==> src/rtl/functional_unit_collector.sv <==
// Collects results from N functional units through per-unit FIFOs and round-robin arbitrates them into one registered writeback port.
// Two-cycle latency from push to writeback; each unit stalls only on its own full FIFO, and the output register holds its entry under writeback backpressure.

// Generic circular-buffer FIFO; occupancy counter gives cheap full/empty flags.
module fu_collector_fifo #(
    parameter int WIDTH = 8,
    parameter int DEPTH = 2
) (
    input  logic             clock,
    input  logic             reset,
    input  logic             push_vld_i,
    input  logic [WIDTH-1:0] push_dat_i,
    input  logic             pop_i,
    output logic [WIDTH-1:0] head_dat_o,
    output logic             empty_o,
    output logic             full_o
);
    localparam int PW = $clog2(DEPTH);
    localparam logic [PW-1:0] PTR_ONE  = PW'(1);
    localparam logic [PW:0]   CNT_ONE  = (PW+1)'(1);
    localparam logic [PW:0]   CNT_FULL = (PW+1)'(DEPTH);

    logic [PW-1:0]    wr_ptr_q, wr_ptr_d;
    logic [PW-1:0]    rd_ptr_q, rd_ptr_d;
    logic [PW:0]      cnt_q, cnt_d;
    logic [WIDTH-1:0] mem_q [DEPTH];
    logic             push_en, pop_en;

    assign empty_o    = (cnt_q == '0);
    assign full_o     = (cnt_q == CNT_FULL);
    assign push_en    = push_vld_i && !full_o;
    assign pop_en     = pop_i && !empty_o;
    assign head_dat_o = mem_q[rd_ptr_q];

    always_comb begin
        wr_ptr_d = push_en ? wr_ptr_q + PTR_ONE : wr_ptr_q;
        rd_ptr_d = pop_en  ? rd_ptr_q + PTR_ONE : rd_ptr_q;
        cnt_d    = cnt_q;
        if (push_en && !pop_en) begin
            cnt_d = cnt_q + CNT_ONE;
        end else if (pop_en && !push_en) begin
            cnt_d = cnt_q - CNT_ONE;
        end
    end

    always_ff @(posedge clock or posedge reset) begin
        if (reset) begin
            wr_ptr_q <= '0;
            rd_ptr_q <= '0;
            cnt_q    <= '0;
        end else begin
            wr_ptr_q <= wr_ptr_d;
            rd_ptr_q <= rd_ptr_d;
            cnt_q    <= cnt_d;
        end
    end

    always_ff @(posedge clock) begin
        if (push_en) begin
            mem_q[wr_ptr_q] <= push_dat_i;
        end
    end
endmodule

module functional_unit_collector #(
    parameter int FUNCTIONAL_UNIT_INPUT_BUS_WIDTH = 4,
    parameter int DATA_WIDTH                      = 32,
    parameter int TAG_WIDTH                       = 5,
    parameter int FIFO_DEPTH                      = 2
) (
    input  logic                                                            clock,
    input  logic                                                            reset,
    input  logic [FUNCTIONAL_UNIT_INPUT_BUS_WIDTH-1:0]                      fu_result_valid,
    input  logic [FUNCTIONAL_UNIT_INPUT_BUS_WIDTH-1:0][DATA_WIDTH-1:0]      fu_result_data,
    input  logic [FUNCTIONAL_UNIT_INPUT_BUS_WIDTH-1:0][TAG_WIDTH-1:0]       fu_result_tag,
    output logic [FUNCTIONAL_UNIT_INPUT_BUS_WIDTH-1:0]                      fu_result_ready,
    output logic                                                            writeback_valid,
    output logic [DATA_WIDTH-1:0]                                           writeback_data,
    output logic [TAG_WIDTH-1:0]                                            writeback_tag,
    output logic [$clog2(FUNCTIONAL_UNIT_INPUT_BUS_WIDTH)-1:0]              writeback_functional_unit_id,
    input  logic                                                            writeback_ready
);
    localparam int N   = FUNCTIONAL_UNIT_INPUT_BUS_WIDTH;
    localparam int IDW = $clog2(N);

    typedef struct packed {
        logic [DATA_WIDTH-1:0] data;
        logic [TAG_WIDTH-1:0]  tag;
    } entry_t;

    logic [N-1:0]   fifo_empty, fifo_full, fifo_pop;
    entry_t [N-1:0] fifo_head;

    logic [IDW-1:0] ptr_q, ptr_d, win;
    logic           found, load_en, grant;

    logic           wb_vld_q, wb_vld_d;
    entry_t         wb_dat_q, wb_dat_d;
    logic [IDW-1:0] wb_id_q, wb_id_d;

    for (genvar g = 0; g < N; g++) begin : g_fifo
        entry_t push_dat;
        assign push_dat = '{data: fu_result_data[g], tag: fu_result_tag[g]};

        fu_collector_fifo #(
            .WIDTH (DATA_WIDTH + TAG_WIDTH),
            .DEPTH (FIFO_DEPTH)
        ) u_fifo (
            .clock      (clock),
            .reset      (reset),
            .push_vld_i (fu_result_valid[g]),
            .push_dat_i (push_dat),
            .pop_i      (fifo_pop[g]),
            .head_dat_o (fifo_head[g]),
            .empty_o    (fifo_empty[g]),
            .full_o     (fifo_full[g])
        );
    end

    // Ready comes from registered occupancy only, so it never depends on valid.
    assign fu_result_ready = ~fifo_full;

    // Round-robin search: first non-empty FIFO at or above the pointer, wrapping.
    always_comb begin
        int idx;
        idx   = 0;
        found = 1'b0;
        win   = '0;
        for (int k = 0; k < N; k++) begin
            idx = int'(ptr_q) + k;
            if (idx >= N) begin
                idx = idx - N;
            end
            if (!found && !fifo_empty[IDW'(idx)]) begin
                found = 1'b1;
                win   = IDW'(idx);
            end
        end
    end

    assign load_en = !wb_vld_q || writeback_ready;
    assign grant   = load_en && found;

    always_comb begin
        fifo_pop = '0;
        ptr_d    = ptr_q;
        wb_vld_d = wb_vld_q;
        wb_dat_d = wb_dat_q;
        wb_id_d  = wb_id_q;
        for (int i = 0; i < N; i++) begin
            fifo_pop[i] = grant && (win == IDW'(i));
        end
        if (grant) begin
            ptr_d    = (win == IDW'(N - 1)) ? '0 : win + IDW'(1);
            wb_dat_d = fifo_head[win];
            wb_id_d  = win;
        end
        if (load_en) begin
            wb_vld_d = found;
        end
    end

    always_ff @(posedge clock or posedge reset) begin
        if (reset) begin
            ptr_q    <= '0;
            wb_vld_q <= 1'b0;
            wb_dat_q <= '0;
            wb_id_q  <= '0;
        end else begin
            ptr_q    <= ptr_d;
            wb_vld_q <= wb_vld_d;
            wb_dat_q <= wb_dat_d;
            wb_id_q  <= wb_id_d;
        end
    end

    assign writeback_valid              = wb_vld_q;
    assign writeback_data               = wb_dat_q.data;
    assign writeback_tag                = wb_dat_q.tag;
    assign writeback_functional_unit_id = wb_id_q;
endmodule

==> config.mk <==
export PLATFORM = sky130hd
export DESIGN_NAME = functional_unit_collector
export DESIGN_NICKNAME = d
export VERILOG_FILES = /design/src/rtl/functional_unit_collector.sv
export SDC_FILE = /design/constraint.sdc
export NUM_CORES = 1
export LEC_CHECK = 0
export CAP_MARGIN = 20
export CORE_MARGIN = 2
export CORE_UTILIZATION = 54
export DETAILED_ROUTE_END_ITERATION = 8
export PLACE_DENSITY = 0.79
export SYNTH_ARGS = -nofsm -noshare
export SYNTH_HDL_FRONTEND = slang
export SYNTH_SLANG_ARGS = --single-unit
==> constraint.sdc <==
create_clock -name clock -period 3.89 [get_ports clock]
set_clock_uncertainty 0.2 [all_clocks]
set_input_delay 0.778 -clock clock [delete_from_list [all_inputs] [get_ports clock]]
set_output_delay 0.778 -clock clock [all_outputs]
set_load 0.03 [all_outputs]
=== After elaboration in Yosys (flattened, before gate mapping) ===
Memories as Yosys holds them, arrays and structs flattened.
Cells that the tools add are included.

* Bits of input ports: 155
* Output and inout bits: 44
* Memories: 4
* Bits in writable memories: 296
* Bits in latches: 0
* Logic and storage cells: 161
* Memory bits (read-only): 0
* Register bits: 58

{| class="wikitable"
|+ Memories
! name !! depth !! bits a word !! read ports !! clocked after Yosys merged registers in !! wr ports !! line !! RTL
|-
| g_fifo[0].u_fifo.mem_q || 2 || 37 || 1 || 0 || 1 || 26 || <nowiki>logic [WIDTH-1:0] mem_q [DEPTH];</nowiki>
|-
| g_fifo[1].u_fifo.mem_q || 2 || 37 || 1 || 0 || 1 || 26 ||
|-
| g_fifo[2].u_fifo.mem_q || 2 || 37 || 1 || 0 || 1 || 26 ||
|-
| g_fifo[3].u_fifo.mem_q || 2 || 37 || 1 || 0 || 1 || 26 ||
|}

* Equal/unequal tests: 7
* Magnitude comparators: 9
* Multiply operators: 0
* Divide/modulo/power cells: 0
* Shifts and indexed selects: 0
* Add/subtract/negate cells: 24
* Reductions and logical operators: 56
* Multiplexer cells: 43
* Bitwise logic cells: 1

{| class="wikitable"
|+ Operator list
! cell !! count
|-
| $bmux 37 s2 || 1
|-
| $mux 37 || 1
|-
| $mux 2 || 17
|-
| $logic_and 1x1->1 || 24
|-
| $logic_not 1->1 || 22
|-
| $mux 1 || 20
|-
| $lt 2x4->1 const B || 4
|-
| $sub 2x1->2 const B || 8
|-
| $eq 2x2->1 const B || 6
|-
| $add 2x1->2 const B || 5
|-
| $logic_not 2->1 || 5
|-
| $ge 3x3->1 const B || 3
|-
| $add 1x1->1 const B || 8
|-
| $bmux 1 s2 || 4
|-
| $reduce_bool 2->1 || 4
|-
| $add 2x2->3 const B || 2
|-
| $not 4->4 || 1
|-
| $add 2x1->3 const B || 1
|-
| $ge 2x3->1 const B || 1
|-
| $lt 2x3->1 const B || 1
|-
| $eq 2x1->1 const B || 1
|-
| $logic_or 1x1->1 || 1
|}

=== Longest topological paths before layout ===
* Depth in word-level cells: 21
* Depth in mapped cells: 13
* Depth with buffers taken out: 10

=== Modules after synthesis ===
Synthesis repeated with hierarchy kept, for this count alone.

* Cell total of the unflattened synthesis: 867
* Area total of the unflattened synthesis: 14,737.9 µm²

{| class="wikitable"
|+ Modules (own cells, without submodules)
! module !! instances !! cells an instance !! sequential area each (µm²) !! area an instance (µm²)
|-
| fu_collector_fifo || 4 || 135 || 2,322.2 || 2,952.8
|-
| functional_unit_collector || 1 || 327 || 1,051.0 || 2,926.6
|}

=== Worst setup path after synthesis ===
No wires, ideal clock.

* Path kind: register to register
* From: reg g_fifo[2].u_fifo.cnt_q[0]
* To: mem g_fifo[2].u_fifo.mem_q[0][0] in the netlist's numbering (enable)
* Clock period less this slack: 3,164 ps
* Arrival: 2,533 ps
* Required time: 3,259 ps
* Path slack: 726 ps
* Stages on the path, launching flop included: 5
* Path through: dfrtp_1 > buf_2 > nand2b_1 > nand2_1 > nor2_1

* Word-level cells in the longest chain between the ends: 5

{| class="wikitable"
|+ RTL lines
! item !! line !! RTL
|-
| start, declared || 25 || <nowiki>logic [PW:0] cnt_q, cnt_d;</nowiki>
|-
| start signal, assigned || 54 || <nowiki>cnt_q <= cnt_d;</nowiki>
|-
| $eq 2x2->1 || 30 || <nowiki>assign full_o = (cnt_q == CNT_FULL);</nowiki>
|-
| $logic_not 1->1 || 31 || <nowiki>assign push_en = push_vld_i && !full_o;</nowiki>
|-
| $logic_and 1x1->1 || 31 ||
|-
| $mux 1 || 59 || <nowiki>if (push_en) begin</nowiki>
|-
| $mux 1 (implied by the code) || 60 || <nowiki>mem_q[wr_ptr_q] <= push_dat_i;</nowiki>
|-
| end, declared || 26 ||
|}

No other way between the ends.

=== Final worst setup path ===
* From: reg ptr_q[1]
* To: reg g_fifo[2].u_fifo.cnt_q[1]

* Word-level cells in the longest chain between the ends: 21
* Elaborated cells on any way between the ends: 52
* Classes of those cells: 7 x add/sub; 4 x order compare; 1 x eq/ne; 25 x mux; 15 x reduce/logical

{| class="wikitable"
|+ RTL lines
! item !! line !! RTL
|-
| start, declared || 94 || <nowiki>logic [IDW-1:0] ptr_q, ptr_d, win;</nowiki>
|-
| start signal, assigned || 170 || <nowiki>ptr_q <= ptr_d;</nowiki>
|-
| $add 2x1->3 || 130 || <nowiki>idx = int'(ptr_q) + k;</nowiki>
|-
| $ge 3x3->1 or $sub 2x1->2 (tied branches) || 131, 132 ||
|-
| $mux 2 || 131 || <nowiki>if (idx >= N) begin</nowiki>
|-
| $bmux 1 s2 || 134 || <nowiki>if (!found && !fifo_empty[IDW'(idx)]) begin</nowiki>
|-
| $mux 1 (implied by the code) (2 in a row) || 134 ||
|-
| $logic_not 1->1 || 134 ||
|-
| $logic_and 1x1->1 || 134 ||
|-
| $mux 1 || 134 ||
|-
| [4 not listed] || n/a ||
|-
| $logic_and 1x1->1 || 134 ||
|-
| $mux 2 or $mux 1 (tied branches) || 134 ||
|-
| $eq 2x2->1 or $logic_and 1x1->1 (tied branches) || 151, 142 ||
|-
| $logic_and 1x1->1 * || 151 || <nowiki>fifo_pop[i] = grant && (win == IDW'(i));</nowiki>
|-
| $logic_and 1x1->1 * || 32 || <nowiki>assign pop_en = pop_i && !empty_o;</nowiki>
|-
| $logic_not 1->1 || 39 || <nowiki>if (push_en && !pop_en) begin</nowiki>
|-
| $logic_and 1x1->1 || 39 ||
|-
| $mux 2 or $reduce_bool 2->1 (tied branches) || n/a ||
|}

Every way passes the cells marked *; elsewhere a longest branch is shown, timed or not. The select of a mux whose other input is x is not followed.
A chain may end at the register's enable or synchronous reset.

==> summary.md <==
| Metric | Value |
|---|---|
| Status | finished, final reports clean |
| Core Rows | 59 |
| Max stage delay cell, worst path | dfrtp_1 |
| Initial Util | 54.5% |
| Tmin final | 3020 ps |
| CTS sink cnt | 354 |
| Vias per cell | 5.91 |
| Flop and latch count out of synthesis | 354 |
| Hold Slack | 279 ps |
| CTS Hold Bufs | 0 |
| Sum Neg Setup Slack | 0 ps |
| Setup bufs post-CTS | 0 |
| Post-route ant nets | 0 |
| CTS tree | built |
| DRT Pass-1 Iters | 7 |
| Area of the mapped netlist | 14000 um2 |
| Core area | 25800 um2 |
| Syn Inst Count | 841 |
| Sequential-to-total area share from yosys stat | 73.6% |
| Worst path required time | 4110 ps |
| Vias in the first global route | 8483 |
| Largest net degree at the start of global routing | 41 |
| RSZ-0062 raised after global routing | false |
| DIE HEIGHT | 165 um |
| DRT iter0 DRCs | 873 |
| Yosys cell types | 37 |
| Worst-margin pin slew | 984 ps |
| CP arrival | 3240 ps |
| Total gr overflow | 0 |
| Crit path launch type | register |
| I/O Buffers | 198 |
| Post-DP HPWL | 21300 um |
| YS warnings | 0 |
| Setup crit end kind | register |
| Syn Nets | 1001 |
| H-tree Lvls | 2 |
| Part of the cycle the worst path needs | 77.6% |
| GRT Total Usage | 23.7% |
| Layout area overhead | 25.5% |
| Max-cap violations | 0 |
| Nets | 1203 |
| Critical Path, Cell by Cell | o21ai_0 -> a21oi_2 -> or3_4 -> inv_1 -> or4_1 -> ha_1 -> xor2_1 -> nor2_1 -> xor2_1 |
| Finished Cell Area | 17600 um2 |
| Rel. slew slack | 34.4% |
| Leak Pwr | 6.21 nW |
| # IOs | 199 |
| DRC viols | 0 |
| Max Clock Freq | 331 MHz |
| Placed instance area | 16400 um2 |
| Final WL | 32100 um |
| Pins Over Slew Limit | 0 |
| Worst Path Max Fanout | 39 |
| First-pass GRT wire length | 47500 um |
| Power Density | 830 nW/um2 |
| Average wire per standard cell | 22.9 um |
| Clk buf depth | 3 |
| Share of layout cells above drive strength 1 | 18.6% |
| Setup violators final | 0 |
| Peak VDD IR | 0.567 mV |
| Commonest non-fill, non-tap cell in the layout | edfxtp_1 |
| Hold Violations, Final | 0 |
| Most frequent cells in the layout | edfxtp_1 (296), clkdlybuf4s50_1 (198), mux2_2 (111) |
| CP peak stage delay | 540 ps |
| Vias | 8297 |
| TritonCTS Buffers | 36 |
| Final RePlAce weighted congestion | 0.862 |
| Critical setup path kind | register to register |
| Die width | 165 um |
| Post-Syn Area per Cell | 16.7 um2 |
| PostCTS Resize Cnt | 0 |
| Root buf cell | clkbuf_16 |
| Clock Pin Slew Worst Setup and Hold Paths | 60 ps |
| Initial antenna violation count | 2 |
| Min-delay worst type | register to register |
| Cell mode on critical path | xor2_1 |
| Die area | 27300 um2 |
| Worst-Skew Late Latency | 520 ps |
## cell families after synthesis
family | Yosys count | share of synthesized area, %
adder cells (fa/ha/maj) | 5 | 0.446
AO/OA/AOI/OAI | 128 | 6.71
multiplexers | 148 | 11.5
flip-flops | 354 | 73.6
XOR/XNOR | 20 | 1.25
buffers and inverters | 63 | 2.04
AND/OR/NAND/NOR | 123 | 4.38
## path summary, 6_finish.rpt
| check | slack [ps] | cells after the start | startpoint | end |
|---|---|---|---|---|
| setup / recovery | 870 | 9 | ptr_q[1]$_DFFE_PP0N_ | g_fifo[2].u_fifo.cnt_q[1]$_DFFE_PP0P_ |
| hold / removal | 280 | 1 | g_fifo[3].u_fifo.rd_ptr_q$_DFFE_PP0P_ | g_fifo[3].u_fifo.rd_ptr_q$_DFFE_PP0P_ |
| setup reg to reg | 870 | 9 | ptr_q[1]$_DFFE_PP0N_ | g_fifo[2].u_fifo.cnt_q[1]$_DFFE_PP0P_ |
| hold reg to reg | 280 | 1 | g_fifo[3].u_fifo.rd_ptr_q$_DFFE_PP0P_ | g_fifo[3].u_fifo.rd_ptr_q$_DFFE_PP0P_ |
| max in group asynchronous | 2320 | 3 | reset | writeback_data[24]$_DFFE_PP0N_ |
| min in group asynchronous | 530 | 2 | reset | writeback_data[15]$_DFFE_PP0N_ |
## critical path, delay by kind of cell (launching register included)
family / cells / cell delay, ps
AOI/OAI and AO/OA: 2 / 400
buffers and inverters: 1 / 140
and+or+nand+nor: 3 / 1110
adders and majority gates: 1 / 240
DFF: 1 / 540
xor gates and xnor gates: 2 / 280
## sequential cells by signal, indices dropped and copies added (netlist names)
| signal | flops |
|---|---|
| g_fifo.u_fifo.mem_q | 296 |
| writeback_data | 32 |
| g_fifo.u_fifo.cnt_q | 8 |
| writeback_tag | 5 |
| g_fifo.u_fifo.rd_ptr_q | 4 |
| g_fifo.u_fifo.wr_ptr_q | 4 |
| ptr_q | 2 |
| writeback_functional_unit_id | 2 |
| writeback_valid | 1 |
## layout make-up
class | instances | area [um2]
diodes | 2 | 5.00
well taps | 335 | 419
flip-flops and latches | 354 | 10300
fillers | 1666 | 8150
clock buffers | 49 | 981
multi-input cells | 424 | 3490
clock inverters | 14 | 170
repair buffers | 220 | 2180
inverters | 7 | 26.3
## metal layers
layer	track usage [%]	vias to the layer above	part of all wire, %
met5	0	-	0
met4	10.4	0	4.1
met3	4.47	73	7.2
met2	40.4	370	50
met1	29.6	4136	39
li1	-	3718	-
## where the power goes
group	switching, W	leakage, nW	internal [W]
Sequential	0.000626	3.41	0.00528
Clock	0.00135	0.555	0.00203
Combinational	0.00311	2.24	0.00223
## cell usage after synthesis (all sizes together)
cell type,number,share of area (%)
buf,19,0.86
dfrtp,58,10
o21ai,4,0.14
edfxtp,296,63
nor2,50,1.3
xnor2,12,0.75
o311ai,1,0.062
a21oi,41,1.5
xor2,8,0.50
and3,5,0.22
ha,5,0.45
o21bai,4,0.21
nand2b,5,0.22
nand4,1,0.045
or4,2,0.11
inv,7,0.19
clkbuf,37,0.99
or3,1,0.080
a221oi,37,2.3
a21o,2,0.11
nor2b,1,0.045
a211o,37,2.3
nand2,14,0.37
o21a,1,0.053
mux2,111,8.9
mux2i,37,2.6
nand3,3,0.11
or2,3,0.15
nor3,1,0.036
a211oi,1,0.053
nor4,37,1.6
## metrics by stage
stage	setup WS, ps	instances	total power (W)	utilization (%)
2_1_floorplan	726	841	0.00933	-
3_3_place_gp	755	1339	0.0111	63.8
3_5_place_dp	739	1339	0.0113	63.8
4_1_cts	879	1402	0.0147	68.3
5_1_grt	635	1404	0.0153	68.4
6_report	870	1405	0.0146	68.4
Power figures use the tool's default switching activity.
